[config.mk]
export PLATFORM = sky130hd
export DESIGN_NAME = axi4_decerr_slave
export DESIGN_NICKNAME = d
export VERILOG_FILES = /design/src/rtl/axi4_decerr_slave.sv
export SDC_FILE = /design/constraint.sdc
export NUM_CORES = 1
export LEC_CHECK = 0
export ABC_AREA = 1
export BUFFER_PORTS_ARGS = -buffer_cell sky130_fd_sc_hd__buf_2
export CAP_MARGIN = 20
export CORE_AREA = 4 4 97 99
export CTS_BUF_LIST = sky130_fd_sc_hd__clkbuf_16
export DETAILED_ROUTE_END_ITERATION = 12
export DIE_AREA = 0 0 101 103
export HOLD_SLACK_MARGIN = 0.12
export PLACE_DENSITY = 0.69
export SYNTH_ARGS = -nofsm -noshare
export SYNTH_HDL_FRONTEND = slang
export SYNTH_SLANG_ARGS = --single-unit
[constraint.sdc]
create_clock -name XBAR_CLK -period 1.45 [get_ports XBAR_CLK]
set_input_delay 0.145 -clock XBAR_CLK [delete_from_list [all_inputs] [get_ports XBAR_CLK]]
set_output_delay 0.145 -clock XBAR_CLK [all_outputs]
set_load 0.05 [all_outputs]
[src/rtl/axi4_decerr_slave.sv]
`default_nettype none
// ============================================================================
// Module   : axi4_decerr_slave
// Purpose  : Default AXI4 target for unmapped crossbar addresses. Every write
//            and read is completed with a DECERR (2'b11) response so that the
//            requesting master always sees a protocol-complete transaction.
//            The write and read paths are independent, and each path holds at
//            most one outstanding transaction.
// Ports    : XBAR_CLK / sysReset        - clock, synchronous active-high reset
//            SLAVE_AW* / SLAVE_W*       - write address/data (AWID, WLAST used)
//            SLAVE_B*                   - write response (DECERR, latched AWID)
//            SLAVE_AR*                  - read address (ARID, ARLEN used)
//            SLAVE_R*                   - read data (DECERR, latched ARID)
// Config   : AXI4_DECERR_SLAVE_RDATA_PATTERN_EN - when defined, RDATA carries
//            32'hDEADBEEF (replicated) during valid beats; otherwise it is 0.
// Revision : 1.0 - initial release
// ============================================================================
module axi4_decerr_slave #(
    parameter int ID_WIDTH         = 16,
    parameter int ADDR_WIDTH       = 20,
    parameter int SLAVE_DATA_WIDTH = 32,
    parameter int USER_WIDTH       = 1
) (
    input  logic                          XBAR_CLK,
    input  logic                          sysReset,
    // write address
    input  logic [ID_WIDTH-1:0]           SLAVE_AWID,
    input  logic [ADDR_WIDTH-1:0]         SLAVE_AWADDR,
    input  logic [7:0]                    SLAVE_AWLEN,
    input  logic [2:0]                    SLAVE_AWSIZE,
    input  logic [1:0]                    SLAVE_AWBURST,
    input  logic [1:0]                    SLAVE_AWLOCK,
    input  logic [3:0]                    SLAVE_AWCACHE,
    input  logic [2:0]                    SLAVE_AWPROT,
    input  logic [3:0]                    SLAVE_AWREGION,
    input  logic [3:0]                    SLAVE_AWQOS,
    input  logic [USER_WIDTH-1:0]         SLAVE_AWUSER,
    input  logic                          SLAVE_AWVALID,
    output logic                          SLAVE_AWREADY,
    // write data
    input  logic [SLAVE_DATA_WIDTH-1:0]   SLAVE_WDATA,
    input  logic [SLAVE_DATA_WIDTH/8-1:0] SLAVE_WSTRB,
    input  logic                          SLAVE_WLAST,
    input  logic [USER_WIDTH-1:0]         SLAVE_WUSER,
    input  logic                          SLAVE_WVALID,
    output logic                          SLAVE_WREADY,
    // write response
    output logic [ID_WIDTH-1:0]           SLAVE_BID,
    output logic [1:0]                    SLAVE_BRESP,
    output logic [USER_WIDTH-1:0]         SLAVE_BUSER,
    output logic                          SLAVE_BVALID,
    input  logic                          SLAVE_BREADY,
    // read address
    input  logic [ID_WIDTH-1:0]           SLAVE_ARID,
    input  logic [ADDR_WIDTH-1:0]         SLAVE_ARADDR,
    input  logic [7:0]                    SLAVE_ARLEN,
    input  logic [2:0]                    SLAVE_ARSIZE,
    input  logic [1:0]                    SLAVE_ARBURST,
    input  logic [1:0]                    SLAVE_ARLOCK,
    input  logic [3:0]                    SLAVE_ARCACHE,
    input  logic [2:0]                    SLAVE_ARPROT,
    input  logic [3:0]                    SLAVE_ARREGION,
    input  logic [3:0]                    SLAVE_ARQOS,
    input  logic [USER_WIDTH-1:0]         SLAVE_ARUSER,
    input  logic                          SLAVE_ARVALID,
    output logic                          SLAVE_ARREADY,
    // read data
    output logic [ID_WIDTH-1:0]           SLAVE_RID,
    output logic [SLAVE_DATA_WIDTH-1:0]   SLAVE_RDATA,
    output logic [1:0]                    SLAVE_RRESP,
    output logic                          SLAVE_RLAST,
    output logic [USER_WIDTH-1:0]         SLAVE_RUSER,
    output logic                          SLAVE_RVALID,
    input  logic                          SLAVE_RREADY
);

    localparam logic [1:0] c_DECERR = 2'b11;

    typedef enum logic [1:0] {
        W_IDLE = 2'd0,
        W_DATA = 2'd1,
        W_RESP = 2'd2
    } wstate_t;

    typedef enum logic [0:0] {
        R_IDLE = 1'b0,
        R_DATA = 1'b1
    } rstate_t;

    // ------------------------------------------------------------------
    // Write path
    // ------------------------------------------------------------------
    wstate_t               r_wstate;
    wstate_t               w_wstate_next;
    logic                  r_awready;
    logic                  r_wready;
    logic                  r_bvalid;
    logic [1:0]            r_bresp;
    logic [ID_WIDTH-1:0]   r_bid;
    logic                  w_aw_hs;

    assign w_aw_hs = SLAVE_AWVALID && r_awready;

    always_comb begin
        w_wstate_next = r_wstate;
        case (r_wstate)
            W_IDLE:  if (w_aw_hs) w_wstate_next = W_DATA;
            // Data beats are discarded; WLAST alone closes the burst.
            W_DATA:  if (SLAVE_WVALID && r_wready && SLAVE_WLAST) w_wstate_next = W_RESP;
            W_RESP:  if (SLAVE_BREADY && r_bvalid) w_wstate_next = W_IDLE;
            default: w_wstate_next = W_IDLE;
        endcase
    end

    // Handshake outputs are registered copies of the next-state decode so
    // they change exactly one edge after the event that caused them.
    always_ff @(posedge XBAR_CLK) begin
        if (sysReset) begin
            r_wstate  <= W_IDLE;
            r_awready <= 1'b0;
            r_wready  <= 1'b0;
            r_bvalid  <= 1'b0;
            r_bresp   <= 2'b00;
            r_bid     <= '0;
        end else begin
            r_wstate  <= w_wstate_next;
            r_awready <= (w_wstate_next == W_IDLE);
            r_wready  <= (w_wstate_next == W_DATA);
            r_bvalid  <= (w_wstate_next == W_RESP);
            r_bresp   <= (w_wstate_next == W_RESP) ? c_DECERR : 2'b00;
            if (w_aw_hs) begin
                r_bid <= SLAVE_AWID;
            end
        end
    end

    assign SLAVE_AWREADY = r_awready;
    assign SLAVE_WREADY  = r_wready;
    assign SLAVE_BVALID  = r_bvalid;
    assign SLAVE_BRESP   = r_bresp;
    assign SLAVE_BID     = r_bid;
    assign SLAVE_BUSER   = '0;

    // ------------------------------------------------------------------
    // Read path
    // ------------------------------------------------------------------
    rstate_t               r_rstate;
    rstate_t               w_rstate_next;
    logic                  r_arready;
    logic                  r_rvalid;
    logic                  r_rlast;
    logic [1:0]            r_rresp;
    logic [ID_WIDTH-1:0]   r_rid;
    logic [7:0]            r_len;
    logic [7:0]            r_cnt;
    logic [7:0]            w_len_next;
    logic [7:0]            w_cnt_next;
    logic                  w_ar_hs;

    assign w_ar_hs = SLAVE_ARVALID && r_arready;

    always_comb begin
        w_rstate_next = r_rstate;
        w_cnt_next    = r_cnt;
        w_len_next    = r_len;
        case (r_rstate)
            R_IDLE: begin
                if (w_ar_hs) begin
                    w_rstate_next = R_DATA;
                    w_cnt_next    = 8'd0;
                    w_len_next    = SLAVE_ARLEN;
                end
            end
            R_DATA: begin
                if (SLAVE_RREADY && r_rvalid) begin
                    // The counter stops at ARLEN, so ARLEN=255 never wraps.
                    if (r_rlast) begin
                        w_rstate_next = R_IDLE;
                    end else begin
                        w_cnt_next = r_cnt + 8'd1;
                    end
                end
            end
            default: w_rstate_next = R_IDLE;
        endcase
    end

    always_ff @(posedge XBAR_CLK) begin
        if (sysReset) begin
            r_rstate  <= R_IDLE;
            r_arready <= 1'b0;
            r_rvalid  <= 1'b0;
            r_rlast   <= 1'b0;
            r_rresp   <= 2'b00;
            r_rid     <= '0;
            r_len     <= 8'd0;
            r_cnt     <= 8'd0;
        end else begin
            r_rstate  <= w_rstate_next;
            r_arready <= (w_rstate_next == R_IDLE);
            r_rvalid  <= (w_rstate_next == R_DATA);
            // RLAST is precomputed for the beat about to be presented.
            r_rlast   <= (w_rstate_next == R_DATA) && (w_cnt_next == w_len_next);
            r_rresp   <= (w_rstate_next == R_DATA) ? c_DECERR : 2'b00;
            r_len     <= w_len_next;
            r_cnt     <= w_cnt_next;
            if (w_ar_hs) begin
                r_rid <= SLAVE_ARID;
            end
        end
    end

    assign SLAVE_ARREADY = r_arready;
    assign SLAVE_RVALID  = r_rvalid;
    assign SLAVE_RLAST   = r_rlast;
    assign SLAVE_RRESP   = r_rresp;
    assign SLAVE_RID     = r_rid;
    assign SLAVE_RUSER   = '0;

`ifdef AXI4_DECERR_SLAVE_RDATA_PATTERN_EN
    // Replicate the marker word and trim, so widths that are not a multiple
    // of 32 still get a well-defined pattern.
    localparam int c_REPS = (SLAVE_DATA_WIDTH + 31) / 32;
    localparam logic [c_REPS*32-1:0] c_PATTERN_FULL = {c_REPS{32'hDEAD_BEEF}};
    localparam logic [SLAVE_DATA_WIDTH-1:0] c_PATTERN = c_PATTERN_FULL[SLAVE_DATA_WIDTH-1:0];

    logic [SLAVE_DATA_WIDTH-1:0] r_rdata;

    always_ff @(posedge XBAR_CLK) begin
        if (sysReset) begin
            r_rdata <= '0;
        end else begin
            r_rdata <= (w_rstate_next == R_DATA) ? c_PATTERN : '0;
        end
    end

    assign SLAVE_RDATA = r_rdata;
`else
    assign SLAVE_RDATA = '0;
`endif

    // Address attributes and write payload are accepted but never used.
    logic w_unused;
    assign w_unused = ^{SLAVE_AWADDR, SLAVE_AWLEN, SLAVE_AWSIZE, SLAVE_AWBURST,
                        SLAVE_AWLOCK, SLAVE_AWCACHE, SLAVE_AWPROT, SLAVE_AWREGION,
                        SLAVE_AWQOS, SLAVE_AWUSER, SLAVE_WDATA, SLAVE_WSTRB,
                        SLAVE_WUSER, SLAVE_ARADDR, SLAVE_ARSIZE, SLAVE_ARBURST,
                        SLAVE_ARLOCK, SLAVE_ARCACHE, SLAVE_ARPROT, SLAVE_ARREGION,
                        SLAVE_ARQOS, SLAVE_ARUSER};

endmodule
`default_nettype wire

-- Yosys cells after proc, flatten, opt, wreduce, memory -nomap -nowiden
Index checks and enable logic that the tools add are counted.
- $add $sub $neg: 1
- equality and inequality tests: 5
- muxes and demuxes: 16
- bitwise logic cells: 2
- reductions and logical operators: 9
- operators by type and width (cell ; count):
    8-bit two-way mux ; 5
    8-bit one-hot mux with 2 select lines ; 1
    2-bit two-way mux ; 5
    8-bit by 1-bit adder with 8-bit output (second input constant) ; 1
    8-bit equality test ; 1
    1-bit logical AND ; 7
    2-bit one-hot mux with 3 select lines ; 1
    2-bit by 1-bit equality test with 1-bit output (second input constant) ; 2
    2-bit equality test (second input constant) ; 2
    2-bit logical NOT ; 2
    1-bit two-way mux ; 3
    1-bit inverter ; 2
    1-bit one-hot mux with 2 select lines ; 1
- register bits after elaboration: 60
- input port bits: 179
- word-level logic and storage cells: 46

-- Longest topological paths before layout
- depth after elaboration: 6
- mapped depth: 11
- gate-level depth less buffers: 11

-- Least setup slack after synthesis
Ideal clock, no wire load.
- kind: register -> register
- start point: register, netlist name SLAVE_RRESP[0]
- end point: register r_rlast, in the netlist SLAVE_RLAST
- setup time: 64 ps
- arrival time: 1678 ps
- required time: 1386 ps
- path slack: -292 ps
- stages on the path, launching flop included: 11
- clock period less this slack: 1742 ps
- path through: dfxtp_1 -> nand3_1 -> nor2_1 -> nand2_1 -> nand2_1 -> nand2_1 -> nand2_1 -> nand2_1 -> nor2_1 -> nand3_1 -> nor2_1
- RTL lines (element ; line ; text):
    to (signal assigned) ; 203 ; r_rlast <= (w_rstate_next == R_DATA) && (w_cnt_next == w_len_next);
    to (decl) ; 151 ; logic r_rlast;

-- Worst setup path in the final report
- start point: register r_arready, in the netlist SLAVE_ARREADY
- end point: register r_rlast, in the netlist SLAVE_RLAST
- word-level cells in the longest chain between the ends: 5
- elaborated cells on any way between the ends: 9
- classes of those cells: eq/ne: 1; mux: 6; reduce/logical: 2
- ends and longest elaborated chain (element ; line ; text):
    from (decl) ; 149 ; logic r_arready;
    from (signal assigned) ; 200 ; r_arready <= (w_rstate_next == R_IDLE);
    1-bit logical AND (*) ; 160 ; assign w_ar_hs = SLAVE_ARVALID && r_arready;
    8-bit two-way mux ; 168 ; if (w_ar_hs) begin
    8-bit one-hot mux with 2 select lines / 8-bit two-way mux (equally long branches) ; 166 ; case (r_rstate)
    8-bit equality test ; 203 ;
    1-bit logical AND (*) ; 203 ;
Every way passes the cells marked *; elsewhere a longest branch is shown, timed or not.
A chain may end at the register's enable or synchronous reset.

==> flow_metrics.tcl <==
set metrics [dict create \
    power_density_nw_per_um2 1090 \
    drt-initial-drc-count 100 \
    regArea_um2 1130 \
    cts_sinks 56 \
    io_buffers 89 \
    numCtsBuffers 5 \
    synth_area_per_cell_um2 7.04 \
    synth_xor_area_share_pct 0.346 \
    ios 255 \
    drv_slew 0 \
    min_period_over_period_pct 100 \
    synth_seq_area_share_pct 44.3 \
    path_depth 10 \
    worst-path-buf-inv 1 \
    cp.arrival_ps 1640 \
    hold_path_class "in2reg" \
    syn_to_final_growth_pct 41.7 \
    path_common_cell "nand2_1" \
    finalHoldViolations 0 \
    grtUsageTotal_pct 11.5 \
    clock_skew_ps 7.99 \
    antenna_found_initial 0 \
    worstSkewPairLatency_ps 290 \
    grt_overflow 0 \
    min_path_cells 3 \
    dp_hpwl_um 4760 \
    post_layout_nonfiller_instances 589 \
    crit_chain "nand2_4 -> nor2_4 -> clkbuf_16 -> nand2_1 -> o21ai_2 -> nand2_1 -> o21ai_0 -> nor2_1 -> nand3_1 -> nor2_2" \
    cts_tree "yes" \
    crit_type "reg2reg" \
    violations "negative setup slack" \
    critPathMaxStageDelay_ps 380 \
    worstHoldStart "SLAVE_AWID[6]" \
    globalplace.congestion 0.802 \
    fin_util_pct 41.9 \
    power_frac_comb_pct 27.0 \
    nNetsFinal 660 \
    routed_wl_um 6880 \
    initial_core_util_pct 29.6 \
    drive_above_1_share_pct 32.2 \
    antenna_cells 0 \
    finalSetupTns_ps -3.53 \
    cp_top_family "simple AND/OR/NAND/NOR gates" \
    status "finished, violations left" \
    reg2reg_depth 10 \
    synth_top_family_by_area "simple AND/OR/NAND/NOR gates" \
    die_w_um 101 \
    whs_endpoint "SLAVE_BID[6]" \
    cts_max_path_buffers 2 \
    p_int_mw 2.55 \
    grt_max_degree 23 \
    setup_viol 1 \
    required_ps 1640 \
    die_h_um 103 \
    num_vias 2499 \
    synthCells 359 \
    core-area_um2 8550 \
    cpMaxStageDelayCell "dfxtp_4" \
    synth_mux_area_share_pct 0 \
    r2r_start "SLAVE_ARREADY" \
    startpoint_type "flop" \
    dieArea_um2 10400 \
    synth_fa_ha_area_share_pct 0.495 \
    grt_pass1_vias 2221 \
    critPathCaptureType "flop" \
    synth_cell_types 19 \
    rsz0062_at_grt "true" \
    clockRootBuffer "clkbuf_16" \
    rr_endpoint "SLAVE_RLAST" \
    seqPwrFrac_pct 43.1 \
    h-tree-depth 2 \
    clkTransAtPathRegs_ps 70 \
    vias_per_cell 4.24 \
    rows 34 \
    p_clk_share_pct 29.9 \
    hold_ws_ps 122 \
    setup_ws_ps -3.53 \
    multi_input_area_um2 1240 \
    synthSimpleGateAreaFrac_pct 27.5 \
    synth_seq_cells 56 \
    drcViolationCount 0 \
    min_period_ps 1450 \
    rrSetupSlack_ps -4 \
    postRouteAntennaNets 0 \
    first_pass_iters 4 \
    power.switching_mw 1.37 \
    switching_share_pct 35.0 \
    wl_per_cell_um 11.7 \
    cellLeakagePower_nw 1.73 \
    timing.fmax_ghz 0.688 \
    path_max_fanout 8 \
    peakVddDrop_v 0.000511 \
    syn_area_um2 2530 \
    nFillCells 883 \
    synth-compound-area-share_pct 9.85 \
    placedCellCount 559 \
    grt_first_pass_wirelength_um 9760 \
    maxCapViolations 0 \
    yosysWarnings 0 \
]
[worst reg2reg max path: stages, from the launching register on]
cell and delay (ps):
dfxtp_4 380, nand2_4 70, nor2_4 180, clkbuf_16 190, nand2_1 90, o21ai_2 100
nand2_1 70, o21ai_0 80, nor2_1 70, nand3_1 90, nor2_2 40
[synthesized netlist by cell type]
cell type | number | area, µm²
xor2_1 | 1 | 8.76
ha_1 | 1 | 12.5
a21oi_1 | 6 | 30.0
nor2_4 | 1 | 11.3
nand2_1 | 51 | 191
clkbuf_1 | 9 | 33.8
o31ai_1 | 1 | 7.51
nor2_2 | 1 | 6.26
buf_4 | 38 | 285
o21ai_0 | 41 | 205
a31oi_1 | 1 | 6.26
nor2_1 | 99 | 372
nand4_1 | 2 | 12.5
conb_1 | 1 | 3.75
dfxtp_1 | 56 | 1120
inv_1 | 29 | 109
nand3_1 | 19 | 95.1
buf_6 | 1 | 11.3
nand2_2 | 1 | 6.26
[cell families after synthesis]
kind of cell	count (synthesis)
other cells	1
xor+xnor	1
fa+ha+maj	1
flops	56
compound gates	49
simple gates	174
buf+inv	77
[metal layers]
metal / global-route usage [%] / up-vias / routed length [µm]
li1: - / 1289 / -
met1: 13.4 / 1117 / 2790
met2: 21.1 / 83 / 3540
met3: 2.57 / 10 / 479
met4: 3.48 / 0 / 72
met5: 0 / - / 0
[through the flow]
step           power, mW  setup WS (ps)  cell area, µm²
6_report            3.92          -3.53            3580
5_1_grt             4.11           -100            3580
4_1_cts             3.91           2.29            3420
3_5_place_dp        2.69           -124            3050
3_3_place_gp        2.68           -113            3050
2_1_floorplan       2.52          -70.7            2660
[power by group through the flow]
stage	logic, mW	registers, mW	clock network (mW)
floorplan	0.519	2.00	0
global placement	0.961	1.71	0
detailed placement	0.969	1.72	0
CTS	1.02	1.69	1.21
global route	1.14	1.70	1.28
finish	1.06	1.69	1.17
[registers in the layout, summed over array words and instances (netlist names)]
| name | flops |
|---|---|
| SLAVE_WREADY | 1 |
| SLAVE_RID | 16 |
| r_len | 8 |
| r_wstate | 2 |
| SLAVE_RLAST | 1 |
| SLAVE_ARREADY | 1 |
| SLAVE_AWREADY | 1 |
| SLAVE_RRESP | 1 |
| SLAVE_BID | 16 |
| SLAVE_BRESP | 1 |
| r_cnt | 8 |
[layout make-up]
class	count	area share, %
clock buffer	5	3.49
tap	108	3.77
multi-input combinational	259	34.5
sequential	56	31.6
timing repair buffer	129	23.1
clock inverter	3	0.419
inverter	29	3.04
[timing repair]
item / 4_1_cts / 5_1_grt
endpoints found under the hold margin: 18 / 0
hold buffers: 18 / 0
cloned: 0 / 1
endpoints found under the setup margin: 1 / 1
pin swaps: 1 / 15
resized for setup: 16 / 35
buffers inserted: 0 / 3
[layout by cell type (no fill, tap or decap), types with 2 or more instances in the layout]
cell | Yosys | layout
nand2_1 | 51 | 45
o21ai_2 | 0 | 4
nand4_1 | 2 | 2
inv_2 | 0 | 4
dfxtp_1 | 56 | 50
clkbuf_16 | 0 | 6
buf_4 | 38 | 19
o21ai_0 | 41 | 35
nor2_1 | 99 | 93
nand3_1 | 19 | 12
nor2_4 | 1 | 4
nor2_2 | 1 | 4
o21ai_1 | 0 | 2
a21oi_1 | 6 | 5
dfxtp_2 | 0 | 4
dfxtp_4 | 0 | 2
nand3_2 | 0 | 4
nand2_4 | 0 | 2
nand2_2 | 1 | 5
inv_1 | 29 | 26
nand3_4 | 0 | 3
dlygate4sd3_1 | 0 | 18
conb_1 | 1 | 34
buf_2 | 0 | 89
[worst max-delay path by stage]
stage,from,to,slack (ps)
final,SLAVE_ARREADY,SLAVE_RLAST,-4
after global placement,SLAVE_RRESP[0],SLAVE_RLAST,-110
after global routing,r_cnt[1],SLAVE_RLAST,-100
after floorplan,SLAVE_ARREADY,SLAVE_RLAST,-70
after CTS,SLAVE_RRESP[0],SLAVE_RLAST,2
after detailed placement,SLAVE_RRESP[0],SLAVE_RLAST,-120
Power figures use the tool's default switching activity.
